File: config.mk
export PLATFORM = sky130hd
export DESIGN_NAME = tanh_share_arbiter
export DESIGN_NICKNAME = d
export VERILOG_FILES = /design/src/rtl/tanh_share_arbiter.sv
export SDC_FILE = /design/constraint.sdc
export NUM_CORES = 1
export LEC_CHECK = 0
export ABC_AREA = 1
export ABC_CLOCK_PERIOD_IN_PS = 4900
export BUFFER_PORTS_ARGS = -buffer_cell sky130_fd_sc_hd__buf_4
export CAP_MARGIN = 5
export CELL_PAD_IN_SITES_DETAIL_PLACEMENT = 1
export CELL_PAD_IN_SITES_GLOBAL_PLACEMENT = 1
export CORE_MARGIN = 2
export CORE_UTILIZATION = 24
export DETAILED_ROUTE_END_ITERATION = 8
export PLACE_DENSITY_LB_ADDON = 0.05
export SKIP_LAST_GASP = 1
export SYNTH_ARGS = -nofsm -noshare
export SYNTH_HDL_FRONTEND = slang
export SYNTH_SLANG_ARGS = --single-unit
File: constraint.sdc
create_clock -name i_clk -period 4.9 [get_ports i_clk]
set_clock_uncertainty 0.2 [all_clocks]
set_input_delay 0.245 -clock i_clk [delete_from_list [all_inputs] [get_ports i_clk]]
set_output_delay 0.245 -clock i_clk [all_outputs]
set_load 0.01 [all_outputs]
File: src/rtl/tanh_share_arbiter.sv
// tanh_share_arbiter
// Round-robin share of one pipelined tanh unit among N_REQ requesters.
// A {vld, idx} tag travels beside each operand for LAT enabled cycles. When
// the tag leaves the last stage, the tanh output is routed back to the
// requester that issued the operand. Data is passed through unchanged; FL
// only documents the fixed-point format shared with the tanh unit.
module tanh_share_arbiter #(
    parameter int WIDTH = 32,
    parameter int FL    = 24,
    parameter int N_REQ = 4,
    parameter int LAT   = 2
) (
    input  logic                   i_clk,
    input  logic                   i_rst,
    input  logic                   i_en,
    input  logic [N_REQ-1:0]       i_req_valid,
    input  logic [N_REQ*WIDTH-1:0] i_req_data,
    output logic [N_REQ-1:0]       o_req_ready,
    output logic                   o_tanh_en,
    output logic                   o_tanh_rst,
    output logic [WIDTH-1:0]       o_tanh_a,
    input  logic [WIDTH-1:0]       i_tanh_y,
    output logic [N_REQ-1:0]       o_res_valid,
    output logic [WIDTH-1:0]       o_res_data,
    output logic                   o_busy
);
    localparam int IDX_W    = $clog2(N_REQ);
    localparam int INT_BITS = WIDTH - FL;

    // Reject parameter sets the datapath cannot represent
    if (INT_BITS < 1 || N_REQ < 2 || LAT < 1) begin : g_bad_params
        $error("tanh_share_arbiter: need FL < WIDTH, N_REQ >= 2, LAT >= 1");
    end

    typedef struct packed {
        logic             vld;
        logic [IDX_W-1:0] idx;
    } tag_t;

    logic [IDX_W-1:0]              r_rr_ptr;
    tag_t [LAT-1:0]                r_tag;

    logic [N_REQ-1:0][WIDTH-1:0]   w_req_data;
    logic                          w_found;
    logic [IDX_W-1:0]              w_winner;
    logic                          w_grant;
    tag_t                          w_tag_out;

    assign w_req_data = i_req_data;
    assign w_tag_out  = r_tag[LAT-1];

    // Rotating priority search starting at r_rr_ptr; first valid wins.
    // The data bus never enters this search, so ready is data-independent.
    always_comb begin
        logic [IDX_W:0] sum;
        w_found  = 1'b0;
        w_winner = '0;
        sum      = '0;
        for (int k = 0; k < N_REQ; k++) begin
            sum = {1'b0, r_rr_ptr} + (IDX_W+1)'(k);
            if (sum >= (IDX_W+1)'(N_REQ)) begin
                sum = sum - (IDX_W+1)'(N_REQ);
            end
            if (!w_found && i_req_valid[sum[IDX_W-1:0]]) begin
                w_found  = 1'b1;
                w_winner = sum[IDX_W-1:0];
            end
        end
    end

    // A grant is only issued when the whole path will advance this edge
    assign w_grant = w_found & i_en & i_rst;

    // One-hot ready and the operand mux toward the tanh unit
    always_comb begin
        o_req_ready = '0;
        for (int i = 0; i < N_REQ; i++) begin
            o_req_ready[i] = w_grant && (w_winner == IDX_W'(i));
        end
        o_tanh_a = w_grant ? w_req_data[w_winner] : '0;
    end

    // The tanh unit shares our advance and reset so the tag pipe stays aligned
    assign o_tanh_en  = i_en;
    assign o_tanh_rst = i_rst;

    // Round-robin pointer: the position after the last winner gets top priority
    always_ff @(posedge i_clk) begin
        if (!i_rst) begin
            r_rr_ptr <= '0;
        end else if (w_grant) begin
            r_rr_ptr <= (w_winner == IDX_W'(N_REQ-1)) ? '0 : w_winner + 1'b1;
        end
    end

    // Tag pipeline, frozen together with the tanh registers when en is low
    always_ff @(posedge i_clk) begin
        if (!i_rst) begin
            r_tag <= '0;
        end else if (i_en) begin
            r_tag[0] <= '{vld: w_grant, idx: w_winner};
            for (int k = 1; k < LAT; k++) begin
                r_tag[k] <= r_tag[k-1];
            end
        end
    end

    // Result steering from the registered tag at the end of the pipe
    always_comb begin
        o_res_valid = '0;
        for (int i = 0; i < N_REQ; i++) begin
            o_res_valid[i] = w_tag_out.vld && (w_tag_out.idx == IDX_W'(i));
        end
        o_res_data = w_tag_out.vld ? i_tanh_y : '0;
    end

    // Busy while any stage still carries an operand
    always_comb begin
        o_busy = 1'b0;
        for (int k = 0; k < LAT; k++) begin
            o_busy = o_busy | r_tag[k].vld;
        end
    end

endmodule
==> run metrics <==
RSZ-0062 raised after global routing no; critical path required time 4.45 ns; CTS clock-pin slew for the worst setup and hold paths 0.04 ns; largest net degree at the start of global routing 66; Residual DRC 0; Syn-to-layout area delta 65.4%; die area 0.0125 mm2; drt pass-1 iters 4; Routed Wire Length 13600 um; outcome complete, no violations; routed metal-1 wirelength 5580 um; simple logic cell fraction of the synthesized area 49.2%; Seq/Total Area, Yosys 5.76%; post-CTS setup buffers 0; Filler Cell Count 1639; Final ANT Viol Nets 0; Fmax 261 MHz; actual slew at the worst max-slew pin 1.03 ns; largest cells by area after synthesis inv_1 24%, nand2_1 18%, nand4_1 15%, nand3_1 13%, a21oi_1 6.3%; library cells used by synthesis 21; fin nets 950; final setup vio count 0; Initial Utilization 24.5%; first-pass GRT wire length 21400 um; crit path kind reg2out; hold buffers post-CTS 0; post-synthesis compound-gate area fraction 8.23%; leakage power 3.08 nW; port bufs 241; commonest cells after routing, fill and taps aside 246 x buf_4, 179 x inv_1, 136 x nand2_1, 70 x nand3_1, 65 x nand4_1; CP Capture Type output pin; worst hold stages 2; WP data arrival 3.39 ns; CTS tree done; Synth area leader inv_1; Synth Area in Adders 1.80%; H-Tree Depth 1; Final period util 78.3%; cell area after synthesis 0.00278 mm2; grt ovf 0; multiplexer share of the synthesized area 0%; Min-Delay Path Class in2reg; max-cap viol count 0; # diodes 0; Worst slew margin 31.2%; WL per Instance 14.7 um; initial antenna violation count 0; Sum Neg Setup Slack 0 ns; Met3 Wirelength 720 um; Slew Limit Fails 0; Final Hold Vio Count 0; DR top layer met4; Vias 4260; Final min period 3.84 ns; clock buffers created by TritonCTS 3; synthesized instance count 572; startpoint types flop; Synth Area in XOR/XNOR 0%; Total GRT Usage 20.5%; met2 WL 7110 um; Site Rows 39; yosys warns 0; IO Pins 242; CP Max Fanout 36; clk_lat worst skew 0.23 ns; CTS max path bufs 2; final setup margin 1.06 ns; Initial DRC Count 236; gp weighted congestion 0.821; vias in the first global route 4295; number of synthesized register bits 8; DP Wirelength 10300 um; Core ar. 0.0114 mm2; mean area per synthesized cell 4.86 um2; die width 112 um; layout cells sized above 1 33.5%; via density per instance 4.63; VDD IR-drop max 423 uV; CTS resizes 0; commonest non-fill, non-tap cell in the layout buf_4; FF-to-FF path depth 13; TritonCTS Sinks 8; die height 112 um; largest family of logic cells by synthesized area simple AND/OR/NAND/NOR gates; clk root buf clkbuf_16; power per cell area 463 mW/mm2; Syn Nets 743; top cell type's share of synthesized area 24.1%; pre-CTS setup slack 1.28 ns
through the flow:
step | hold slack (ns) | instance area (um2) | util [%] | std cells | power [mW]
after floorplan | 0.138 | 2780 | - | 572 | 1.49
after global placement | 0.277 | 4530 | 39.8 | 917 | 1.98
after detailed placement | 0.280 | 4530 | 39.8 | 917 | 2.01
after CTS | 0.0598 | 4600 | 40.5 | 920 | 2.16
after global routing | 0.0682 | 4600 | 40.5 | 920 | 2.38
final | 0.0584 | 4600 | 40.5 | 920 | 2.13
worst max-delay path: stages, from the launching register on:
cell	delay, ns
dfxtp_1	0.55
inv_4	0.11
nand2_1	0.09
nand2_1	0.09
nand2_1	0.09
nand2_1	0.08
nor2_4	0.12
nand3_1	0.08
nand3_1	0.09
nand2_2	0.46
inv_2	0.74
nand3_1	0.25
a21oi_1	0.22
buf_4	0.16
flip-flops by register name (all words and copies together), names as in the netlist:
signal,cells
r_rr_ptr,2
r_tag,6
power breakdown:
| group | switching [mW] | leakage [nW] | total [mW] | internal [mW] |
|---|---|---|---|---|
| clock network | 0.0313 | 0.0370 | 0.136 | 0.105 |
| registers | 0.0245 | 0.0660 | 0.105 | 0.0810 |
| logic | 1.23 | 2.98 | 1.89 | 0.662 |
cell usage after synthesis, drive strengths merged:
master	n
buf	40
nor2	7
dfxtp	8
inv	182
nand2	140
nand4	65
o22ai	3
ha	4
clkbuf	4
nand3	73
a21oi	35
nor3	4
o21ai	7
worst paths after layout:
check | startpoint | to | slack, ns
worst max-delay path | r_rr_ptr[0]$_SDFFE_PN0P_ | o_tanh_a[0] | 1.06
worst min-delay path | i_en | r_tag[0]$_SDFFE_PN0P_ | 0.06
worst max register to register | r_rr_ptr[0]$_SDFFE_PN0P_ | r_rr_ptr[1]$_SDFFE_PN0P_ | 1.55
worst min register to register | r_tag[1]$_SDFFE_PN0P_ | r_tag[4]$_SDFFE_PN0P_ | 0.29
cell type report:
cell class                 instances  area [um2]  area share, %
clock buffer                       3        75.1           1.63
inverter                         182         686           14.9
multi-input combinational        338        1660           36.0
sequential                         8         160           3.48
tap                              143         179           3.89
timing repair buffer             246        1850           40.1
cell families (layout without fill, tap and decap cells):
kind of cell,after synthesis,after routing
adders and majority gates,4,4
AOI/OAI and AO/OA,45,45
DFF,8,8
buffers and inverters,226,431
and+or+nand+nor,289,289
per-layer routing:
| layer | vias up | track usage [%] |
|---|---|---|
| met4 | 0 | 2.88 |
| met2 | 125 | 39.4 |
| met3 | 12 | 2.23 |
| met5 | - | 0 |
| met1 | 1958 | 25.0 |
| li1 | 2165 | - |
(Power assumes the default switching activity.)
